===== src/rtl/poly_reduce_ctrl.sv =====
// poly_reduce_ctrl: in-place Barrett reduction of an N-coefficient polynomial; define POLY_REDUCE_CANON_EN for canonical [0,q-1] output (LAT 3)
module barret_reduce_pipe #(
  parameter int KYBER_Q = 3329
) (
  input  logic               clk,
  input  logic               rst,
  input  logic signed [15:0] i_data,
  output logic signed [15:0] o_data
);
  localparam int V = ((1 << 26) + KYBER_Q / 2) / KYBER_Q;
  logic signed [31:0] w_t;
  logic signed [31:0] w_r;
  always_comb begin
    w_t = (32'(i_data) * 32'(V) + 32'sd33554432) >>> 26;
    w_r = 32'(i_data) - w_t * 32'(KYBER_Q);
  end
  always_ff @(posedge clk) o_data <= rst ? '0 : w_r[15:0];
endmodule

module poly_reduce_ctrl #(
  parameter int KYBER_Q = 3329,
  parameter int N = 256,
  localparam int AW = $clog2(N)
) (
  input  logic          clk,
  input  logic          rst,
  input  logic          start,
  output logic          busy,
  output logic          done,
  output logic          rd_en,
  output logic [AW-1:0] rd_addr,
  input  logic [15:0]   rd_data,
  output logic          wr_en,
  output logic [AW-1:0] wr_addr,
  output logic [15:0]   wr_data
);
  typedef enum logic [1:0] {IDLE, RUN, DRAIN, DONE} state_t;
  state_t r_state, w_next;
  logic [AW-1:0] r_cnt, r_a1, r_a2, w_wa;
  logic r_v1, r_v2, w_wv;
  logic signed [15:0] w_red;
  logic [15:0] w_wd;
  barret_reduce_pipe #(.KYBER_Q(KYBER_Q)) u_red (
    .clk    (clk),
    .rst    (rst),
    .i_data (rd_data),
    .o_data (w_red)
  );
  always_ff @(posedge clk) r_state <= rst ? IDLE : w_next;
  always_ff @(posedge clk) begin
    if (rst || (r_state == IDLE && start)) r_cnt <= '0;
    else if (r_state == RUN) r_cnt <= r_cnt + AW'(1);
  end
  always_ff @(posedge clk) begin
    r_v1 <= !rst && r_state == RUN;
    r_a1 <= rst ? '0 : r_cnt;
    r_v2 <= !rst && r_v1;
    r_a2 <= rst ? '0 : r_a1;
  end
`ifdef POLY_REDUCE_CANON_EN
  logic r_v3;
  logic [AW-1:0] r_a3;
  logic [15:0] r_d3;
  always_ff @(posedge clk) begin
    r_v3 <= !rst && r_v2;
    r_a3 <= rst ? '0 : r_a2;
    r_d3 <= rst ? '0 : (w_red[15] ? w_red + 16'(KYBER_Q) : w_red);
  end
  assign w_wv = r_v3;
  assign w_wa = r_a3;
  assign w_wd = r_d3;
`else
  assign w_wv = r_v2;
  assign w_wa = r_a2;
  assign w_wd = w_red;
`endif
  always_comb begin
    w_next = r_state == IDLE  ? (start ? RUN : IDLE) :
             r_state == RUN   ? (r_cnt == AW'(N - 1) ? DRAIN : RUN) :
             r_state == DRAIN ? ((w_wv && w_wa == AW'(N - 1)) ? DONE : DRAIN) : IDLE;
    busy    = !rst && (r_state == RUN || r_state == DRAIN);
    done    = !rst && r_state == DONE;
    rd_en   = !rst && r_state == RUN;
    rd_addr = rd_en ? r_cnt : '0;
    wr_en   = !rst && w_wv;
    wr_addr = wr_en ? w_wa : '0;
    wr_data = wr_en ? w_wd : '0;
  end
endmodule


===== config.mk =====
export PLATFORM = sky130hd
export DESIGN_NAME = poly_reduce_ctrl
export DESIGN_NICKNAME = d
export VERILOG_FILES = /design/src/rtl/poly_reduce_ctrl.sv
export SDC_FILE = /design/constraint.sdc
export NUM_CORES = 1
export LEC_CHECK = 0
export ABC_AREA = 0
export ABC_CLOCK_PERIOD_IN_PS = 25300
export BUFFER_PORTS_ARGS = -buffer_cell sky130_fd_sc_hd__buf_4
export CAP_MARGIN = 20
export CORE_MARGIN = 3
export CORE_UTILIZATION = 60
export CTS_CLUSTER_SIZE = 10
export DETAILED_ROUTE_END_ITERATION = 8
export PLACE_DENSITY = 0.79
export SYNTH_ARGS = -nofsm -noshare
export SYNTH_HDL_FRONTEND = slang
export SYNTH_SLANG_ARGS = --single-unit

===== constraint.sdc =====
create_clock -name clk -period 25.3 [get_ports clk]
set_input_delay 5.06 -clock clk [delete_from_list [all_inputs] [get_ports clk]]
set_output_delay 5.06 -clock clk [all_outputs]
set_load 0.01 [all_outputs]

# After elaboration in Yosys (flattened, before gate mapping)
# Cells that the tools add are included.
[op_classes]
n_addsub = 3
multipliers = 2
n_div = 0
order_cmp = 0
n_eq_ne = 5
shift = 0
muxes = 9
bitwise_logic = 0
n_reduce_logical = 11
[ops]
columns = ["operator", "n"]
rows = [
  ["$add 32x27->32 const B", 1],
  ["$mul 16x16->32 const B", 1],
  ["$eq 8x8->1 const B", 2],
  ["$mul 6x13->16 const B", 1],
  ["$mux 16", 1],
  ["$mux 8", 2],
  ["$sub 16x16->16", 1],
  ["$add 8x1->8 const B", 1],
  ["$mux 2", 4],
  ["$logic_and 1x1->1", 7],
  ["$eq 2x2->1 const B", 2],
  ["$eq 2x1->1 const B", 1],
  ["$logic_not 2->1", 1],
  ["$logic_or 1x1->1", 2],
  ["$mux 1", 2],
  ["$logic_not 1->1", 1],
]
[totals]
regBits = 44
latch_bits = 0
ram_bits = 0
romBits = 0
in_bits = 19
output_inout_bits = 36
word_cells = 37
mem_count = 0

# Logic depth before layout (Yosys ltp)
[depth]
ltp_word = 6
depth_mapped = 35
ltp_nobuf = 35

# Cells and area by module
# From an unflattened synthesis, not the netlist that was laid out.
[hier_totals]
hier_cells = 940
area_unflattened_um2 = 8918.6
[modules_own_cells]
columns = ["mod", "instances", "cells_per_inst", "area_per_inst_um2", "seq_area_each_um2"]
rows = [
  ["barret_reduce_pipe", 1, 804, 7669.9, 320.3],
  ["poly_reduce_ctrl", 1, 136, 1248.7, 560.5],
]

# Least setup slack after synthesis
# Ideal clock, no wire load.
[synth_path]
path_kind = "input -> register"
startpoint = "input port rd_data[13]"
endpoint = "register u_red.o_data[15]"
setup_time_ps = 65
t_arrival_ps = 13252
required_time_ps = 25235
setup_slack_ps = 11983
path_stages = 35
n_path_buf = 0
cell_sequence = "inv_1 -> fa_1 -> inv_1 -> fa_1 -> inv_1 -> fa_1 -> inv_1 -> fa_1 -> fa_1 -> inv_1 -> fa_1 -> inv_1 -> ha_1 -> nand4_1 -> a2111oi_2 -> and3_1 -> a31o_2 -> nor2_1 -> a31oi_2 -> xor2_2 -> inv_1 -> ha_1 -> ha_1 -> inv_1 -> fa_1 -> inv_1 -> fa_1 -> inv_1 -> ha_1 -> nand3_1 -> nand2_1 -> a41o_1 -> o41ai_2 -> xnor3_1 -> nor2_1"
[synth_via]
elab_chain_cells = 4
[synth_rtl]
columns = ["item", "line", "source"]
rows = [
  ["start, declared", "32", "input logic [15:0] rd_data,"],
  ["$mul 16x16->32", "14", "w_t = (32'(i_data) * 32'(V) + 32'sd33554432) >>> 26;"],
  ["$add 32x27->32", "14", ""],
  ["$mul 6x13->16", "15", "w_r = 32'(i_data) - w_t * 32'(KYBER_Q);"],
  ["$sub 16x16->16 *", "15", ""],
  ["end signal, assigned", "17", "always_ff @(posedge clk) o_data <= rst ? '0 : w_r[15:0];"],
  ["end, declared", "8", "output logic signed [15:0] o_data"],
]
# Mark *: on every way between the ends. The rest lies on a longest branch, timed or not.
# A chain may end at the register's enable or synchronous reset.

# Final worst setup path
[layout_path]
startpoint = "input port rd_data[15]"
endpoint = "register u_red.o_data[15]"
# Same word-level chain as after synthesis.

==> metrics.txt <==
result of the run finished clean; final-stage net count roughly 1.3k; count of port buffers added during placement between 50 and 60; Seq cells post-synth between 40 and 50; Synth Area in XOR/XNOR 0.03472; placer congestion estimate roughly 0.89; Synth Area in Simple Gates 0.09521; cell chosen for the clock root sky130_fd_sc_hd__clkbuf_16; effective utilization at floorplan 0.6291; pin count of the biggest net entering global routing 41; residual antenna-violating net count after detailed routing 0; number of antenna cells inserted 0; Slew @ Worst Pin ~570 ps; accumulated negative setup slack 0 ps; count of distinct cell types in the synthesized netlist 50; sequential-to-total area share from yosys stat 0.09857; Filler Cells Inserted 1,156; DRC violation count after routing 0; Hold-fix buffers, CTS 0; clock insertion delay at the later pin of the skew report around 280 ps; hold depth 1; die outline width 128.0 um; Post-synth ARST share 0; Post-synth EDFFs 0; clock tree from TritonCTS yes; Setup crit end kind register; crit path kind in -> reg; worst min-delay path class reg -> reg; delay of the slowest cell on the worst path 550 ps; cell type contributing the most total cell area after synthesis sky130_fd_sc_hd__fa_1; hold violation count in the final report 0; number of gates resized after cts 0; end of the worst hold path r_a2[7]; Max clock buf depth 2; Wirelength per Cell 14.76 um; area of the core region ~14,000 um2; clock sink total 44; Tcrit/Tclk final 0.5530; fmax 71.47 MHz; H-Tree Level Count 2; largest family of logic cells by synthesized area adder cells; Reg-to-Reg Start r_state[1]; count of synthesis-stage warnings from yosys 0; initial drt markers around 320; antenna violations before repair 0; minimum setup slack among reg-to-reg paths between 20,000 and 25,000 ps; ports placed on the boundary 55; minimum period implied by the final worst setup slack about 14,000 ps; headroom to the max-slew limit 0.6195; via count of the first global-routing pass around 6.5k; most prevalent standard cell on the critical path sky130_fd_sc_hd__inv_1; compound-gate portion of the synthesized area 0.04691; RSZ-0062 raised after global routing false; number of buffer and inverter stages on the critical path 11; synthesized area divided by synthesized cell count between 9 and 10 um2; total wire length 17.42 mm; first-pass GRT wire length roughly 30 mm; clk slew on worst S/H paths ~60 ps; count of standard-cell rows 43; leading cell types by total area after synthesis sky130_fd_sc_hd__fa_1 34%, sky130_fd_sc_hd__ha_1 25%, sky130_fd_sc_hd__inv_1 13%; overall die area around 16,000 um2; critical path depth in cells 36; cell count of the worst reg-to-reg path 5; cell with the largest stage delay on the worst path sky130_fd_sc_hd__fa_1; syn_nets ~1.3k; arrival time at the worst endpoint approximately 14,000 ps; CTS buffer count 5; hold path start r_a1[7]; remaining global-route overflow 0; number of pins exceeding their max-slew limit in the final report 0; Setup Buffers After CTS 0; post-detail-place hpwl roughly 16 mm; setup clock skew after layout approximately 5.3 ps; largest delay contributor family on the critical path adder cells; share of synthesized area spent on multiplexers 0.002380; Max Cap Viol 0; relative area change from synthesis to final layout 8.415%; fraction of layout instances using a drive strength above 1 0.07500; height of the die around 130 um; data required time at the worst endpoint between 20,000 and 30,000 ps; prevailing post-synth register cell sky130_fd_sc_hd__dfxtp_1; top-area cell type share of the netlist area 0.3360; post-synthesis instance total 945; overall via count from detail_route a little over 6k; worst-path fanout max 28; synthesized-area fraction occupied by adder cells 0.5895; critical path startpoint category input port; Post-Synthesis Cell Area ~8900 um2; total global-route track usage 0.2273; RR Endpoint r_cnt[5]; first-pass iteration count of the detailed router 4; routed via count divided by cell count approximately 5; Setup Viol. Count Final 0
-- metal layers --
layer,up-vias,part of all wire,track usage
met4,0,0.0085,0.02559
li1,2947,-,-
met3,13,0.041,0.02625
met5,-,0,0
met2,114,0.51,0.4119
met1,2958,0.45,0.3033
-- worst reg2reg max path: stages (launching register included) --
cell and delay [ps]:
sky130_fd_sc_hd__dfxtp_1 330, sky130_fd_sc_hd__inv_1 80, sky130_fd_sc_hd__ha_1 340, sky130_fd_sc_hd__nand4_1 260, sky130_fd_sc_hd__or3_1 380, sky130_fd_sc_hd__a21oi_1 180
-- cell families after synthesis --
kind of cell | after synthesis
AOI/OAI and AO/OA | 60
DFF | 44
xor gates and xnor gates | 33
muxes | 2
adders and majority gates | 331
buffers and inverters | 316
and+or+nand+nor | 159
-- final cells by class --
cell class	instances	area, um2	area share
clock buffers	5	125.1	0.01291
clock inverters	3	18.77	0.001937
inverters	308	1156	0.1193
multi-input cells	585	6869	0.7090
flip-flops and latches	44	880.8	0.09092
well taps	180	225.2	0.02325
repair buffers	55	412.9	0.04262
-- sequential cells by signal (all words and copies together), names as in the netlist --
name,count
r_a1,8
r_a2,8
r_cnt,8
r_state,2
r_v1,1
r_v2,1
u_red.o_data,16
-- cells in the mapped netlist (2+ instances only) --
library cell	n
sky130_fd_sc_hd__o21ai_1	2
sky130_fd_sc_hd__nand3_1	5
sky130_fd_sc_hd__a21oi_1	18
sky130_fd_sc_hd__nor2_1	40
sky130_fd_sc_hd__clkbuf_1	8
sky130_fd_sc_hd__o41ai_2	2
sky130_fd_sc_hd__o21a_1	3
sky130_fd_sc_hd__ha_1	181
sky130_fd_sc_hd__o21ai_0	14
sky130_fd_sc_hd__xor2_1	14
sky130_fd_sc_hd__a21o_1	4
sky130_fd_sc_hd__a41o_1	2
sky130_fd_sc_hd__xnor2_1	17
sky130_fd_sc_hd__dfxtp_1	44
sky130_fd_sc_hd__fa_1	150
sky130_fd_sc_hd__or2_2	2
sky130_fd_sc_hd__nor2b_1	29
sky130_fd_sc_hd__nand2b_1	4
sky130_fd_sc_hd__nand4_1	6
sky130_fd_sc_hd__and3_1	4
sky130_fd_sc_hd__nor3_1	8
sky130_fd_sc_hd__and2_1	32
sky130_fd_sc_hd__inv_1	308
sky130_fd_sc_hd__a2111oi_2	2
sky130_fd_sc_hd__nand2_1	18
sky130_fd_sc_hd__or3_1	4
-- through the flow --
stage                     utilization  worst slack, ps  cell area [um2]  hold WS (ps)  instances
after floorplan                     -            11980             8936         413.8        945
after global placement         0.6720            11260             9544         416.5       1172
after detailed placement       0.6720            11010             9544         427.0       1172
after CTS                      0.6821            11280             9688         440.1       1180
after global routing           0.6821            10790             9688         450.1       1180
final                          0.6821            11310             9688         440.0       1180
-- layout by cell type, fill, tap and decap left out, types with 2 or more instances in the layout --
master / n
sky130_fd_sc_hd__buf_4: 55
sky130_fd_sc_hd__or2_2: 2
sky130_fd_sc_hd__nand4_1: 6
sky130_fd_sc_hd__inv_1: 308
sky130_fd_sc_hd__a21oi_1: 18
sky130_fd_sc_hd__ha_1: 181
sky130_fd_sc_hd__xnor2_1: 17
sky130_fd_sc_hd__o21ai_0: 14
sky130_fd_sc_hd__or3_1: 4
sky130_fd_sc_hd__nand2_1: 18
sky130_fd_sc_hd__nor3_1: 8
sky130_fd_sc_hd__and2_1: 32
sky130_fd_sc_hd__xor2_1: 14
sky130_fd_sc_hd__a2111oi_2: 2
sky130_fd_sc_hd__clkbuf_16: 5
sky130_fd_sc_hd__and3_1: 4
sky130_fd_sc_hd__nand2b_1: 4
sky130_fd_sc_hd__o21a_1: 3
sky130_fd_sc_hd__fa_1: 150
sky130_fd_sc_hd__clkinv_2: 2
sky130_fd_sc_hd__nor2_1: 40
sky130_fd_sc_hd__nor2b_1: 29
sky130_fd_sc_hd__nand3_1: 5
sky130_fd_sc_hd__dfxtp_1: 44
sky130_fd_sc_hd__o21ai_1: 2
sky130_fd_sc_hd__a21o_1: 4
sky130_fd_sc_hd__o41ai_2: 2
sky130_fd_sc_hd__a41o_1: 2
-- worst max path at each step --
stage                start               end  slack (ps)
4_1_cts        rd_data[15]  u_red.o_data[15]       11280
2_1_floorplan  rd_data[13]  u_red.o_data[15]       11980
5_1_grt        rd_data[15]  u_red.o_data[15]       10790
3_3_place_gp   rd_data[15]  u_red.o_data[15]       11260
3_5_place_dp   rd_data[15]  u_red.o_data[15]       11010
6_report       rd_data[15]  u_red.o_data[15]       11310
Power is left out: the tool's default activity adds up to more than one toggle a clock period on the data nets, which glitch-free logic cannot reach.
